## config.mk

```make
export PLATFORM = sky130hd
export DESIGN_NAME = tdc_sequencer
export DESIGN_NICKNAME = d
export VERILOG_FILES = /design/src/rtl/tdc_sequencer.sv
export SDC_FILE = /design/constraint.sdc
export NUM_CORES = 1
export LEC_CHECK = 0
export ABC_CLOCK_PERIOD_IN_PS = 12060
export CORE_ASPECT_RATIO = 0.9
export CORE_UTILIZATION = 50
export DETAILED_ROUTE_END_ITERATION = 10
export HOLD_SLACK_MARGIN = 0.1
export PLACE_DENSITY = 0.74
export SYNTH_ARGS = -nofsm -noshare
export SYNTH_HDL_FRONTEND = slang
export SYNTH_SLANG_ARGS = --single-unit
```

## constraint.sdc

```tcl
create_clock -name clk -period 12.06 [get_ports clk]
set_input_delay 1.809 -clock clk [delete_from_list [all_inputs] [get_ports clk]]
set_output_delay 1.809 -clock clk [all_outputs]
set_load 0.01 [all_outputs]
```

## src/rtl/tdc_sequencer.sv

```systemverilog
// Carry-chain TDC sequencer: arm, coarse count, capture, fine encode, handshake, drain.
// Optional `TDC_BUBBLE_FILTER_EN applies a 3-tap majority filter at capture.
module tdc_sequencer #(
    parameter int CHAIN_LEN    = 200,
    parameter int FINE_W       = 8,
    parameter int COARSE_W     = 16,
    parameter int SEG          = 8,
    parameter int CLEAR_CYCLES = 4
) (
    input  logic                 clk,
    input  logic                 rstn,
    input  logic                 arm,
    input  logic [CHAIN_LEN-1:0] therm_in,
    output logic                 chain_en,
    output logic                 busy,
    output logic                 res_valid,
    input  logic                 res_ready,
    output logic [FINE_W-1:0]    res_fine,
    output logic [COARSE_W-1:0]  res_coarse,
    output logic                 res_ovf,
    output logic                 res_timeout
);

    localparam int NSEG = (CHAIN_LEN - 1 + SEG - 1) / SEG;
    localparam int SIW  = $clog2(NSEG + 1);
    localparam int CW   = $clog2(CLEAR_CYCLES + 1);
    localparam int PADW = NSEG * SEG;

    typedef enum logic [2:0] {
        S_IDLE, S_ARMED, S_ENCODE, S_OUT, S_CLEAR
    } state_t;

    state_t               state, state_n;
    logic [COARSE_W-1:0]  coarse, coarse_n;
    logic [CHAIN_LEN-1:0] snap, snap_n, cap;
    logic [SIW-1:0]       seg_idx, seg_idx_n;
    logic [FINE_W-1:0]    acc, acc_n, acc_sat;
    logic [CW-1:0]        clr_cnt, clr_cnt_n;
    logic                 chain_en_n, res_valid_n, res_ovf_n, res_timeout_n;
    logic [FINE_W-1:0]    res_fine_n;
    logic [COARSE_W-1:0]  res_coarse_n;
    logic [PADW-1:0]      padded;
    logic [SEG-1:0]       seg_bits;
    logic [FINE_W:0]      zc, sum;
    logic                 hit, idle_pat;

`ifdef TDC_BUBBLE_FILTER_EN
    logic [CHAIN_LEN:0] ext;
    assign ext = {therm_in, 1'b0};
    always_comb begin
        cap = therm_in;
        for (int i = 0; i < CHAIN_LEN - 1; i++)
            cap[i] = (ext[i] & ext[i+1]) | (ext[i] & ext[i+2]) |
                     (ext[i+1] & ext[i+2]);
    end
`else
    assign cap = therm_in;
`endif

    assign hit      = ~therm_in[0];
    assign idle_pat = therm_in[0] & ~therm_in[CHAIN_LEN-1];
    assign busy     = (state != S_IDLE);

    // Pad with ones so bits at or above the MSB never count as zeros.
    always_comb begin
        padded = '1;
        padded[CHAIN_LEN-2:0] = snap[CHAIN_LEN-2:0];
        seg_bits = padded[seg_idx*SEG +: SEG];
        zc = '0;
        for (int j = 0; j < SEG; j++)
            zc = zc + {{FINE_W{1'b0}}, ~seg_bits[j]};
        sum = {1'b0, acc} + zc;
        acc_sat = sum[FINE_W] ? '1 : sum[FINE_W-1:0];
    end

    always_comb begin
        state_n       = state;
        coarse_n      = coarse;
        snap_n        = snap;
        seg_idx_n     = seg_idx;
        acc_n         = acc;
        clr_cnt_n     = clr_cnt;
        chain_en_n    = chain_en;
        res_valid_n   = res_valid;
        res_fine_n    = res_fine;
        res_coarse_n  = res_coarse;
        res_ovf_n     = res_ovf;
        res_timeout_n = res_timeout;
        unique case (state)
            S_IDLE: begin
                if (arm) begin
                    state_n    = S_ARMED;
                    coarse_n   = '0;
                    chain_en_n = 1'b1;
                end
            end
            S_ARMED: begin
                if (hit) begin
                    state_n    = S_ENCODE;
                    snap_n     = cap;
                    chain_en_n = 1'b0;
                    seg_idx_n  = '0;
                    acc_n      = '0;
                end else if (coarse != '1) begin
                    coarse_n = coarse + 1'b1;
                end else begin
                    state_n       = S_OUT;
                    chain_en_n    = 1'b0;
                    res_valid_n   = 1'b1;
                    res_timeout_n = 1'b1;
                    res_fine_n    = '0;
                    res_ovf_n     = 1'b0;
                    res_coarse_n  = coarse;
                end
            end
            S_ENCODE: begin
                acc_n     = acc_sat;
                seg_idx_n = seg_idx + 1'b1;
                if (seg_idx == SIW'(NSEG - 1)) begin
                    state_n       = S_OUT;
                    res_valid_n   = 1'b1;
                    res_fine_n    = acc_sat;
                    res_ovf_n     = snap[CHAIN_LEN-1];
                    res_coarse_n  = coarse;
                    res_timeout_n = 1'b0;
                end
            end
            S_OUT: begin
                if (res_ready) begin
                    state_n     = S_CLEAR;
                    res_valid_n = 1'b0;
                    clr_cnt_n   = '0;
                end
            end
            S_CLEAR: begin
                if (!idle_pat) begin
                    clr_cnt_n = '0;
                end else if (clr_cnt == CW'(CLEAR_CYCLES - 1)) begin
                    state_n   = S_IDLE;
                    clr_cnt_n = '0;
                end else begin
                    clr_cnt_n = clr_cnt + 1'b1;
                end
            end
            default: state_n = S_IDLE;
        endcase
    end

    always_ff @(posedge clk) begin
        if (!rstn) begin
            state       <= S_IDLE;
            coarse      <= '0;
            snap        <= '0;
            seg_idx     <= '0;
            acc         <= '0;
            clr_cnt     <= '0;
            chain_en    <= 1'b0;
            res_valid   <= 1'b0;
            res_fine    <= '0;
            res_coarse  <= '0;
            res_ovf     <= 1'b0;
            res_timeout <= 1'b0;
        end else begin
            state       <= state_n;
            coarse      <= coarse_n;
            snap        <= snap_n;
            seg_idx     <= seg_idx_n;
            acc         <= acc_n;
            clr_cnt     <= clr_cnt_n;
            chain_en    <= chain_en_n;
            res_valid   <= res_valid_n;
            res_fine    <= res_fine_n;
            res_coarse  <= res_coarse_n;
            res_ovf     <= res_ovf_n;
            res_timeout <= res_timeout_n;
        end
    end

endmodule

```

---- Word-level counts from Yosys, hierarchy flattened ----
Cells that the tools add are included.
operators by class
  $add $sub $neg .......................... 11
  equality and inequality tests ........... 17
  shift operators ......................... 1
  muxes and demuxes ....................... 43
  bitwise gates (word level) .............. 11
  reductions and logical operators ........ 14
operators by type and width
  cell                     number
  $shiftx A200 B9 Y8       1
  $mux W16                 6
  $pmux W16 S2             2
  $mux W8                  5
  $pmux W8 S2              2
  $mux W3                  10
  $ne A2 B2 Y1 const B     9
  $add A16 B1 Y16 const B  1
  $ne A16 B16 Y1 const B   1
  $pmux W3 S5              1
  $mux W1                  10
  $not A1 Y1               10
  $pmux W5 S2              1
  $add A8 B8 Y9            1
  $eq A3 B2 Y1 const B     3
  $add A7 B1 Y8            1
  $reduce_and A4 Y1        2
  $add A6 B1 Y7            1
  $add A5 B1 Y6            1
  $pmux W1 S2              3
  $pmux W3 S2              1
  $reduce_and A2 Y1        3
  $reduce_and A6 Y1        1
  $reduce_bool A2 Y1       3
  17 further kinds         18
storage, ports and cells
  flip-flop bits (word level) ............. 262
  bits of input ports ..................... 204
  logic and storage cells ................. 109

---- Depth between registers and ports, before layout ----
Gate-level depths: netlist of the first run.
  depth after elaboration ................. 13
  mapped depth ............................ 20
  mapped depth without buffers ............ 17

---- Least setup slack after synthesis of the first run ----
Ideal clock, no wire load.
  path type ............................... register to register
  from .................................... register seg_idx[0]
  to ...................................... register res_fine[2]
  library setup time ...................... 76 ps
  arrival time ............................ 4973 ps
  data required time ...................... 11984 ps
  setup slack ............................. 7012 ps
  cell stages (with the launch flop) ...... 18
  path buffers ............................ 2
  clock period less this slack ............ 5048 ps
  path through ............................ dfxtp_1 buf_6 buf_6 mux4_2 mux4_2 o21a_1 fa_1 fa_1 fa_1 inv_1 fa_1 inv_1 fa_1 nand2b_1 a211oi_1 o21ai_0 nand2b_1 a21boi_0
between the ends
  longest elaborated chain between the ends .. 13
  elaborated cells on any way between the ends .. 23
  those cells by class .................... 8 x add/sub; 2 x eq/ne; 1 x shift; 3 x mux; 8 x bitwise; 1 x reduce/logical
ends and longest elaborated chain
  element                   line  RTL
  start: declaration        36    logic [SIW-1:0] seg_idx, seg_idx_n;
  start signal: assignment  167   seg_idx <= seg_idx_n;
  $shiftx A200 B9 Y8        68    seg_bits = padded[seg_idx*SEG +: SEG];
  $not A1 Y1                71    zc = zc + {{FINE_W{1'b0}}, ~seg_bits[j]};
  $add A1 B1 Y2             71
  $add A2 B1 Y3             71
  $add A3 B1 Y4             71
  $add A4 B1 Y5             71
  $add A5 B1 Y6             71
  $add A6 B1 Y7             71
  $add A7 B1 Y8             71
  $add A8 B8 Y9             72    sum = {1'b0, acc} + zc;
  $mux W8                   73    acc_sat = sum[FINE_W] ? '1 : sum[FINE_W-1:0];
  $mux W8                   119   if (seg_idx == SIW'(NSEG - 1)) begin
  $pmux W8 S2               89    unique case (state)
  end signal: assignment    172   res_fine <= res_fine_n;
  end: declaration          18    output logic [FINE_W-1:0] res_fine,
Parallel ways exist; a longest one is shown, timed or not. The select of a mux whose other input is x is not followed.
A chain may end at the register's enable or synchronous reset.

---- Final worst setup path of the first run ----
Same ends and word-level chain as after synthesis.

==> impl_results.md, run 1 <==
* Net Sw Frac at 27.5%
* Die ar. at 0.0250 mm²
* Filler instances at 1950
* Final Slew Violations at 0
* Top cell type's share of synthesized area at 43.0%
* Outcome: finished, violations left
* DRT antenna net count at 0
* Post-CTS setup repair buffer count at 0
* Clk sinks at 262
* Reg area at 0.00525 mm²
* Syn-to-layout area delta at 26.0%
* Share of post-route cells with drive strength above 1 at 7.67%
* Distinct cell type count after synthesis at 63
* CTS tree: done
* Unrepaired setup endpoints after global routing: no
* Worst VDD drop at 0.0950 mV
* Clock root buffer: clkbuf_16
* Hold-fix buffers at CTS at 0
* Vias per cell at 5.45
* Sw Pwr at 623 µW
* # Max-Cap Violations at 0
* Clk pin slew, worst setup/hold paths at 0.06 ns
* Leakage power at 5.28 nW
* Post-synth top flop: dfxtp_1
* Final setup skew at 0.0141 ns
* Mapped Cells at 1368
* Num ports at 233
* Fin crit period at 6.07 ns
* Total GRT Usage at 24.7%
* Initial Util at 51.5%
* Flop and latch count out of synthesis at 262
* Wire per inst at 16.7 µm
* Async S/R FF share, synth at 0%
* Upper clock frequency limit at 165 MHz
* Seq/Total Area, Yosys at 43.0%
* Core area at 0.0237 mm²
* Post-synth EDFFs at 0
* Power Density at 148 mW/mm²
* Clock buffer depth at 3
* Router iterations before antenna repair at 8
* Hold path depth at 2
* Worst setup path class: flip-flop to flip-flop
* Post-synth top area cell: dfxtp_1
* Gpl congestion at 0.843
* Row count at 53
* Global route overflow at 0
* Fin. Hold Viols at 0
* Final setup viols at 0
* First-pass GRT wire length at 49.5 mm
* DR iter-0 viols at 842
* Clk Latency, worst-skew pair at 0.52 ns
* Die H at 150 µm
* Placement Setup Slack at 5.90 ns
* Internal at 1.65 mW
* WL final at 31.0 mm
* Largest net degree at the start of global routing at 137
* Worst slew pin tran at 1.17 ns
* Avg Inst Size Synth at 8.91 µm²
* H-tree depth at 1
* Startpoint Class: flip-flop
* Crit path capture type: flip-flop
* CP max FO at 34
* Slew margin rel. at 22.2%
* Routed vias at 10100
* Synth Cell Area at 0.0122 mm²
* Final period utilization at 50.4%
* Syn_nets at 1587
* DRC violations left at 9
* Hold/Removal Path Class: flip-flop to flip-flop
* Setup TNS at 0 ns
* Seq pwr share at 43.4%
* Final core utilization at 64.9%
* Dominant cells by area after synthesis: dfxtp_1, nand2_1, a21boi_0
* Die X at 167 µm
* CTS resizes at 0
* I/O Buffers at 232
* Antenna cell count at 0
* Clock share of power at 37.0%
* Multi-input gate area at 0.00641 mm²
* Final WS setup at 5.99 ns
* Violated checks: DRC
* Worst path required time at 12.51 ns
* Synth Warn # at 0
* CP Data Arrival Time at 6.53 ns
* Number of global-route vias before repair at 9498
* TritonCTS Buffers at 27
* Final HPWL DP at 21.3 mm
* Initial antenna violation count at 0
* Logic pwr share at 19.5%
* Reg2Reg Depth at 16
* Nets at 1750
## cells in the mapped netlist (4+ instances only)
library cell,count
mux4_2,45
inv_1,14
nor2b_1,10
nor2_1,20
dfxtp_1,262
nand3_1,15
and3_1,7
a21oi_1,19
buf_4,11
mux2i_1,11
o211ai_1,13
a31oi_1,4
fa_1,5
nand2_1,478
o221a_2,8
buf_2,23
a21boi_0,188
ha_1,10
nand4_1,8
mux4_1,8
nand4b_1,5
a21boi_1,41
clkbuf_1,65
nor3_1,7
o21ai_0,20
o21a_1,7
nand2b_1,7
and4_1,4
## worst max-delay path: stages (launching register included)
cell	delay, ns
dfxtp_4	0.60
buf_4	0.60
mux4_2	0.58
mux4_2	0.47
o21a_1	0.19
fa_1	0.46
fa_1	0.52
fa_1	0.47
inv_1	0.09
fa_1	0.20
inv_1	0.06
fa_1	0.42
nand2b_1	0.19
a211oi_1	0.57
o21ai_0	0.21
nand2b_1	0.17
a21boi_0	0.19
## sequential cells by signal (all words and copies together) (netlist names)
| name | cells |
|---|---|
| res_fine | 8 |
| coarse | 16 |
| state | 3 |
| clr_cnt | 3 |
| res_timeout | 1 |
| seg_idx | 5 |
| res_coarse | 16 |
| res_valid | 1 |
| chain_en | 1 |
| snap | 199 |
| acc | 8 |
| res_ovf | 1 |
## through the flow
| step | power, mW | std cells | hold slack (ns) | cell area (µm²) |
|---|---|---|---|---|
| 6_report | 2.27 | 1853 | 0.446 | 15400 |
| 4_1_cts | 2.29 | 1853 | 0.450 | 15400 |
| 3_3_place_gp | 1.44 | 1804 | 0.440 | 14500 |
| 3_5_place_dp | 1.45 | 1804 | 0.443 | 14500 |
| 2_1_floorplan | 1.30 | 1368 | 0.432 | 12200 |
| 5_1_grt | 2.38 | 1853 | 0.461 | 15400 |
## logic make-up after synthesis
logic type      after synthesis  share of synthesized area, %
simple gates                578                          19.7
compound gates              324                          19.5
flops                       262                          43.0
buf+inv                     120                          4.59
mux                          66                          11.1
fa+ha+maj                    15                          1.85
xor+xnor                      3                         0.215
## worst paths after layout
kind	end	slack [ns]	startpoint
worst max-delay path	res_fine[2]	5.99	seg_idx[0]
worst min-delay path	res_coarse[1]	0.45	res_coarse[1]
worst max register to register	res_fine[2]	5.99	seg_idx[0]
worst min register to register	res_coarse[1]	0.45	res_coarse[1]
## cell type report
| type | count | share of cell area (%) |
|---|---|---|
| Sequential cell | 262 | 34.2 |
| Inverter | 15 | 0.366 |
| Tap cell | 302 | 2.46 |
| Clock inverter | 10 | 0.814 |
| Clock buffer | 39 | 5.02 |
| Multi-Input combinational cell | 986 | 41.7 |
| Timing Repair Buffer | 239 | 15.5 |
## routing by layer
| layer | wire length [µm] | GRT usage, % |
|---|---|---|
| met4 | 672 | 5.93 |
| met5 | 0 | 0 |
| met3 | 1680 | 3.50 |
| met1 | 14100 | 34.1 |
| met2 | 14600 | 40.8 |
## power groups by stage
stage	clock, mW	sequential, mW	combinational, mW
2_1_floorplan	0	0.978	0.319
3_5_place_dp	0	1.00	0.445
3_3_place_gp	0	1.00	0.437
5_1_grt	0.887	0.994	0.497
6_report	0.840	0.985	0.443
4_1_cts	0.854	0.985	0.447
## cell usage in the layout, fill, tap and decap left out, types with 3 or more instances in the layout
| cell | instances |
|---|---|
| mux4_1 | 8 |
| nand2_1 | 478 |
| a22oi_1 | 3 |
| clkdlybuf4s50_1 | 231 |
| bufinv_16 | 3 |
| inv_1 | 14 |
| clkbuf_16 | 27 |
| a21boi_0 | 188 |
| o221a_2 | 8 |
| mux2i_1 | 11 |
| a21boi_1 | 41 |
| ha_1 | 10 |
| and3_1 | 7 |
| clkbuf_8 | 5 |
| buf_4 | 7 |
| nor2_1 | 19 |
| nand4b_1 | 5 |
| nand4_1 | 8 |
| nor3b_1 | 3 |
| o21ai_0 | 20 |
| nor3_1 | 7 |
| fa_1 | 5 |
| nand3_1 | 15 |
| dfxtp_1 | 259 |
| a21oi_1 | 19 |
| a211oi_1 | 3 |
| and4_1 | 4 |
| o211ai_1 | 13 |
| a31oi_1 | 4 |
| o21a_1 | 7 |
| mux4_2 | 45 |
| clkinv_2 | 7 |
| nand2b_1 | 6 |
| nor2b_1 | 10 |
| clkbuf_1 | 7 |
(Power assumes the default switching activity.)
==> run 2: changes to the inputs <==
- ABC_CLOCK_PERIOD_IN_PS: 12060 -> 4850
- CORE_UTILIZATION: 50 -> 47
- PLACE_DENSITY: 0.74 -> 0.73
- clock period: 12.06 -> 4.85 ns (I/O delays scaled with it)
==> run 2 against run 1 <==
The flow finishes with violations (setup timing). Sequential power is 150% higher. Power grew to 2.5 times the previous value. Critical path type unchanged. Register-to-register slack worse by 6.0 ns. Largest power group unchanged. Global-route usage is 0.080 points lower.
==> impl_results.md, run 2 (synthesized netlist as in run 1, its figures left out) <==
* Row count at 55 (was 53)
* Clock share of power at 36.4% (was 37.0%)
* Reg2Reg Depth at 16 (unchanged)
* Die H at 155 µm (was 150 µm)
* First-pass GRT wire length at 51.8 mm (was 49.5 mm)
* Commonest non-fill, non-tap cells in the layout: nand2_1, dfxtp_1, clkdlybuf4s50_1, a21boi_0, a21boi_1 (was nand2_1, dfxtp_1, clkdlybuf4s50_1, a21boi_0, mux4_2)
* Final HPWL DP at 23.2 mm (was 21.3 mm)
* Clock root buffer: clkbuf_16 (unchanged)
* Final setup viols at 1 (was 0)
* Clk sinks at 262 (unchanged)
* Die X at 172 µm (was 167 µm)
* Global route overflow at 0 (unchanged)
* Core area at 0.0253 mm² (was 0.0237 mm²)
* Initial Util at 48.2% (was 51.5%)
* CTS tree: done (unchanged)
* Worst path required time at 5.32 ns (was 12.51 ns)
* Worst slew pin tran at 1.30 ns (was 1.17 ns)
* Final period utilization at 100% (was 50.4%)
* Flop2flop setup slack at -0.0004 ns (was 5.99 ns)
* Largest register by flop count: snap (unchanged)
* H-tree depth at 1 (unchanged)
* DR iter-0 viols at 708 (was 842)
* Number of global-route vias before repair at 9988 (was 9498)
* Logic pwr share at 21.0% (was 19.5%)
* Total GRT Usage at 24.6% (was 24.7%)
* Sw Pwr at 1.62 mW (was 623 µW)
* Startpoint Class: flip-flop (unchanged)
* Worst setup path class: flip-flop to flip-flop (unchanged)
* DP Area at 0.0147 mm² (was 0.0145 mm²)
* Vias per cell at 5.36 (was 5.45)
* Slew margin rel. at 12.3% (was 22.2%)
* Reg-to-reg startpoint: seg_idx[0] (unchanged)
* Final WS setup at -0.000442 ns (was 5.99 ns)
* Clk Latency, worst-skew pair at 0.55 ns (was 0.52 ns)
* I/O Buffers at 232 (unchanged)
* Violated checks: setup timing (was DRC)
* Initial antenna violation count at 0 (unchanged)
* Wire per inst at 16.8 µm (was 16.7 µm)
* Hold/Removal Path Class: flip-flop to flip-flop (unchanged)
* Unrepaired setup endpoints after global routing: yes (was no)
* Die ar. at 0.0266 mm² (was 0.0250 mm²)
* Largest net degree at the start of global routing at 187 (was 137)
* Leading cell type in the layout, fill and taps excluded: nand2_1 (unchanged)
* Share of post-route cells with drive strength above 1 at 9.87% (was 7.67%)
* Final setup skew at 0.0189 ns (was 0.0141 ns)
* DRC violations left at 0 (was 9)
* Seq pwr share at 42.6% (was 43.4%)
* Gpl congestion at 0.867 (was 0.843)
* Largest regs: snap x199, coarse x16, res_coarse x16 (unchanged)
* Num ports at 233 (unchanged)
* Largest register FFs at 199 (unchanged)
* Clock buffer depth at 3 (unchanged)
* Antenna cell count at 0 (unchanged)
* Hold-fix buffers at CTS at 0 (unchanged)
* Filler instances at 2170 (was 1950)
* Outcome: finished, violations left (unchanged)
* Worst Hold End: res_coarse[1] (unchanged)
* Fin. Hold Viols at 0 (unchanged)
* Placement Setup Slack at -0.168 ns (was 5.90 ns)
* Router iterations before antenna repair at 5 (was 8)
* WL final at 32.3 mm (was 31.0 mm)
* Final Slew Violations at 0 (unchanged)
* Upper clock frequency limit at 206 MHz (was 165 MHz)
* Multi-input gate area at 0.00645 mm² (was 0.00641 mm²)
* Fin crit period at 4.85 ns (was 6.07 ns)
* CP Data Arrival Time at 5.32 ns (was 6.53 ns)
* Syn-to-layout area delta at 29.0% (was 26.0%)
* Setup TNS at -0.000442 ns (was 0 ns)
* DRT antenna net count at 0 (unchanged)
* Nets at 1779 (was 1750)
* Clk pin slew, worst setup/hold paths at 0.06 ns (about the same)
* Reg area at 0.00525 mm² (unchanged)
* Min-delay src: res_coarse[1] (unchanged)
* Leakage power at 5.45 nW (was 5.28 nW)
* Crit path capture type: flip-flop (unchanged)
* Layout Cells excl Fill at 1922 (was 1853)
* DP Cell Count at 1866 (was 1804)
* Routed vias at 10300 (was 10100)
* Total Power at 5.74 mW (was 2.27 mW)
* Internal at 4.12 mW (was 1.65 mW)
* Net Sw Frac at 28.2% (was 27.5%)
* # Max-Cap Violations at 0 (unchanged)
* Hold path depth at 2 (unchanged)
* CP max FO at 4 (was 34)
* Power Density at 365 mW/mm² (was 148 mW/mm²)
* Worst r2r dst: res_fine[2] (unchanged)
* Post-Layout Inst Area at 0.0157 mm² (was 0.0154 mm²)
* Worst VDD drop at 0.252 mV (was 0.0950 mV)
* TritonCTS Buffers at 27 (unchanged)
[run 2: cell type report]
class	count	area share [%]
Clock inverter	13	1.02
Timing Repair Buffer	268	16.9
Inverter	15	0.358
Multi-Input combinational cell	986	41.0
Tap cell	342	2.72
Clock buffer	36	4.64
Sequential cell	262	33.4
[run 2: worst max-delay path: stages (launching register included)]
cell and delay (ns):
dfxtp_4 0.37, buf_4 0.12, mux4_2 0.51, mux4_2 0.48, o21a_1 0.20, fa_1 0.52
fa_1 0.44, fa_1 0.48, inv_1 0.08, fa_2 0.21, inv_2 0.04, fa_2 0.40
nand2b_4 0.16, a211oi_4 0.33, o21ai_1 0.11, nand2b_1 0.15, a21boi_1 0.15
[run 2: power groups by stage]
| stage | clock (mW) | sequential (mW) | combinational [mW] |
|---|---|---|---|
| 5_1_grt | 2.22 | 2.46 | 1.33 |
| 2_1_floorplan | 0 | 2.43 | 0.800 |
| 4_1_cts | 2.12 | 2.44 | 1.19 |
| 3_3_place_gp | 0 | 2.49 | 1.13 |
| 3_5_place_dp | 0 | 2.50 | 1.15 |
| 6_report | 2.09 | 2.44 | 1.20 |
[run 2: stage by stage]
stage                     hold WS (ns)  util, %
after floorplan                  0.432        -
after global placement           0.435     58.2
after detailed placement         0.446     58.2
after CTS                        0.452     62.0
after global routing             0.474     62.1
final                            0.450     62.1
[run 2: metal layers]
metal | vias up | part of all wire, % | GRT usage [%]
met3 | 43 | 5.4 | 2.94
met1 | 4878 | 45 | 34.0
met4 | 0 | 1.9 | 5.01
met2 | 306 | 48 | 41.2
li1 | 5080 | - | -
met5 | - | 0 | 0
[run 2: repair_timing]
action,in CTS,in global routing
gates resized for setup,5,10
pin swaps,1,9
buffers inserted,7,0
endpoints found under the setup margin,10,16
[run 2: how the worst max path moves through the flow]
| stage | from | to | slack, ns | cells past startpoint |
|---|---|---|---|---|
| after global routing | seg_idx[0] | res_fine[3] | -0.18 | 16 |
| after floorplan | seg_idx[0] | res_fine[2] | 0.02 | 17 |
| after detailed placement | seg_idx[0] | res_fine[2] | -0.17 | 15 |
| final | seg_idx[0] | res_fine[2] | -0.0004 | 16 |
| after global placement | seg_idx[0] | res_fine[3] | -0.08 | 15 |
| after CTS | seg_idx[0] | acc[4] | -0.006 | 16 |
==> run 3: changes to the inputs <==
--- a/config.mk
+++ b/config.mk
@@ -7,8 +7,8 @@
 export LEC_CHECK = 0
-export ABC_CLOCK_PERIOD_IN_PS = 4850
+export ABC_CLOCK_PERIOD_IN_PS = 6100
 export CORE_ASPECT_RATIO = 0.9
-export CORE_UTILIZATION = 47
+export CORE_UTILIZATION = 50
 export DETAILED_ROUTE_END_ITERATION = 10
 export HOLD_SLACK_MARGIN = 0.1
-export PLACE_DENSITY = 0.73
+export PLACE_DENSITY = 0.74
 export SYNTH_ARGS = -nofsm -noshare
==> constraint.sdc (replaced) <==
create_clock -name clk -period 6.1 [get_ports clk]
set_input_delay 0.61 -clock clk [delete_from_list [all_inputs] [get_ports clk]]
set_output_delay 0.61 -clock clk [all_outputs]
set_load 0.01 [all_outputs]
==> run 3 against run 2 <==
Clock-buffer cell count up 7. Die area down 5.9%. Core utilization up 2.8 points. Maximum frequency down 14%. Worst hold slack about the same. Power down 22%. Clock skew down 0.010 ns. Sequential power down 20%. Flip-flop and latch count unchanged. Global-route usage up 0.59 points. The run ends with DRC left.
==> impl_results.md, run 3 (synthesized netlist as in run 1, its figures left out) <==
* Final HPWL DP at 22.3 mm (was 23.2 mm)
* Post-Layout Inst Area at 0.0154 mm² (was 0.0157 mm²)
* Clk pin slew, worst setup/hold paths at 0.06 ns (about the same)
* Final WS setup at 0.460 ns (was -0.000442 ns)
* Routed vias at 10200 (was 10300)
* Post-CTS setup repair buffer count at 0 (was 7)
* Upper clock frequency limit at 177 MHz (was 206 MHz)
* Core area at 0.0237 mm² (was 0.0253 mm²)
* Nets at 1756 (was 1779)
* Buf/Inv on CP at 2 (was 3)
* Commonest non-fill, non-tap cells in the layout: nand2_1, dfxtp_1, clkdlybuf4s50_1, a21boi_0, mux4_2 (was nand2_1, dfxtp_1, clkdlybuf4s50_1, a21boi_0, a21boi_1)
* Hold-fix buffers at CTS at 0 (unchanged)
* WP depth at 15 (was 16)
* Unrepaired setup endpoints after global routing: no (was yes)
* Leakage power at 5.29 nW (was 5.45 nW)
* Num ports at 233 (unchanged)
* Leading cell type in the layout, fill and taps excluded: nand2_1 (unchanged)
* Final period utilization at 92.5% (was 100%)
* Filler instances at 2012 (was 2170)
* Hold/Removal Path Class: flip-flop to flip-flop (unchanged)
* Violated checks: DRC (was setup timing)
* Syn-to-layout area delta at 26.1% (was 29.0%)
* CTS tree: done (unchanged)
* H-tree depth at 1 (unchanged)
* Wire per inst at 17.0 µm (was 16.8 µm)
* Final setup viols at 0 (was 1)
* Largest register FFs at 199 (unchanged)
* DR iter-0 viols at 806 (was 708)
* Row count at 53 (was 55)
* Slew margin rel. at 19.5% (was 12.3%)
* Die X at 167 µm (was 172 µm)
* Final setup skew at 0.00884 ns (was 0.0189 ns)
* Family with the most delay on the worst path: adder cells (unchanged)
* Number of global-route vias before repair at 9854 (was 9988)
* Initial Util at 51.5% (was 48.2%)
* DRT antenna net count at 0 (unchanged)
* TritonCTS Buffers at 27 (unchanged)
* Crit path capture type: flip-flop (unchanged)
* Share of post-route cells with drive strength above 1 at 7.71% (was 9.87%)
* Crit path cell chain: mux4_2, a2111oi_0, a211oi_1, fa_1, fa_1, fa_1, inv_1, fa_1, inv_1, fa_1, nand2b_1, a211oi_1, o21ai_0, nand2b_1, a21boi_0 (was buf_4, mux4_2, mux4_2, o21a_1, fa_1, fa_1, fa_1, inv_1, fa_2, inv_2, fa_2, nand2b_4, a211oi_4, o21ai_1, nand2b_1, a21boi_1)
* Clock root buffer: clkbuf_16 (unchanged)
* Startpoint Class: flip-flop (unchanged)
* Fin crit period at 5.64 ns (was 4.85 ns)
* DP Area at 0.0145 mm² (was 0.0147 mm²)
* CP max stage cell: dfxtp_4 (was fa_1)
* Fin. Hold Viols at 0 (unchanged)
* Worst slew pin tran at 1.20 ns (was 1.30 ns)
* Total Power at 4.45 mW (was 5.74 mW)
* Die H at 150 µm (was 155 µm)
* First-pass GRT wire length at 50.6 mm (was 51.8 mm)
* Cell mode on critical path: fa_1 (unchanged)
* Initial antenna violation count at 0 (unchanged)
* Clock buffer depth at 3 (unchanged)
* Clk sinks at 262 (unchanged)
* WL final at 31.7 mm (was 32.3 mm)
* Met2 GRT Util at 42.6% (was 41.2%)
* Total GRT Usage at 25.2% (was 24.6%)
* Gpl congestion at 0.846 (was 0.867)
* Worst VDD drop at 0.197 mV (was 0.252 mV)
* Largest regs: snap x199, coarse x16, res_coarse x16 (unchanged)
* Worst path required time at 6.55 ns (was 5.32 ns)
* DRC violations left at 9 (was 0)
* Global route overflow at 0 (unchanged)
* Power Density at 290 mW/mm² (was 365 mW/mm²)
* Setup TNS at 0 ns (was -0.000442 ns)
* Placement Setup Slack at 0.400 ns (was -0.168 ns)
* Largest net degree at the start of global routing at 183 (was 187)
* CTS resizes at 0 (was 5)
* Die ar. at 0.0250 mm² (was 0.0266 mm²)
* Vias per cell at 5.50 (was 5.36)
* Clk Latency, worst-skew pair at 0.52 ns (was 0.55 ns)
* Min-delay src: res_coarse[1] (unchanged)
* Router iterations before antenna repair at 8 (was 5)
* GR peak layer: met2 (unchanged)
* Antenna cell count at 0 (unchanged)
* Largest register by flop count: snap (unchanged)
* CP max FO at 30 (was 4)
* CP Data Arrival Time at 6.09 ns (was 5.32 ns)
* GR Util met3 at 3.81% (was 2.94%)
* Reg2Reg Depth at 15 (was 16)
* Worst Hold End: res_coarse[1] (unchanged)
* Hold path depth at 2 (unchanged)
* I/O Buffers at 232 (unchanged)
* # Max-Cap Violations at 0 (unchanged)
* Reg-to-reg startpoint: seg_idx[0] (unchanged)
* Worst setup path class: flip-flop to flip-flop (unchanged)
* Max incr delay on CP at 0.71 ns (was 0.52 ns)
* Outcome: finished, violations left (unchanged)
* Worst r2r dst: res_fine[2] (unchanged)
* Final Slew Violations at 0 (unchanged)
* Met1 Usage GRT at 33.8% (was 34.0%)
* Flop2flop setup slack at 0.46 ns (was -0.0004 ns)
-- run 3: stage by stage --
stage,instances,utilization (%),hold WS (ns)
floorplan,1368,-,0.432
global placement,1810,61.3,0.438
detailed placement,1810,61.3,0.447
CTS,1858,64.9,0.453
global route,1858,64.9,0.477
finish,1858,64.9,0.450
-- run 3: worst max path at each step --
stage	endpoint	from	slack, ns
4_1_cts	res_fine[2]	seg_idx[0]	0.39
6_report	res_fine[2]	seg_idx[0]	0.46
3_3_place_gp	res_fine[2]	seg_idx[0]	0.50
2_1_floorplan	res_fine[2]	seg_idx[0]	1.05
3_5_place_dp	res_fine[2]	seg_idx[0]	0.40
5_1_grt	res_fine[2]	seg_idx[0]	0.01
-- run 3: power by group --
| group | internal [mW] | switching (mW) |
|---|---|---|
| logic | 0.408 | 0.473 |
| registers | 1.85 | 0.111 |
| clock network | 0.960 | 0.651 |
| total | 3.22 | 1.24 |
-- run 3: worst min-delay path, cell delays in order (launching register included) --
cell	delay [ns]
dfxtp_1	0.31
nand2_1	0.05
a21boi_1	0.05
-- run 3: layout make-up --
| class | instances | area, µm² | area share (%) |
|---|---|---|---|
| sequential | 262 | 5250 | 34.2 |
| tap | 302 | 378 | 2.46 |
| multi-input combinational | 986 | 6410 | 41.7 |
| clock inverter | 5 | 75.1 | 0.488 |
| timing repair buffer | 245 | 2420 | 15.7 |
| inverter | 15 | 56.3 | 0.366 |
| clock buffer | 43 | 786 | 5.11 |
-- run 3: per-layer routing --
layer / routed length, µm / share of wire [%]
met3: 1700 / 5.4
met5: 0 / 0
met4: 733 / 2.3
met2: 15300 / 48
met1: 13900 / 44
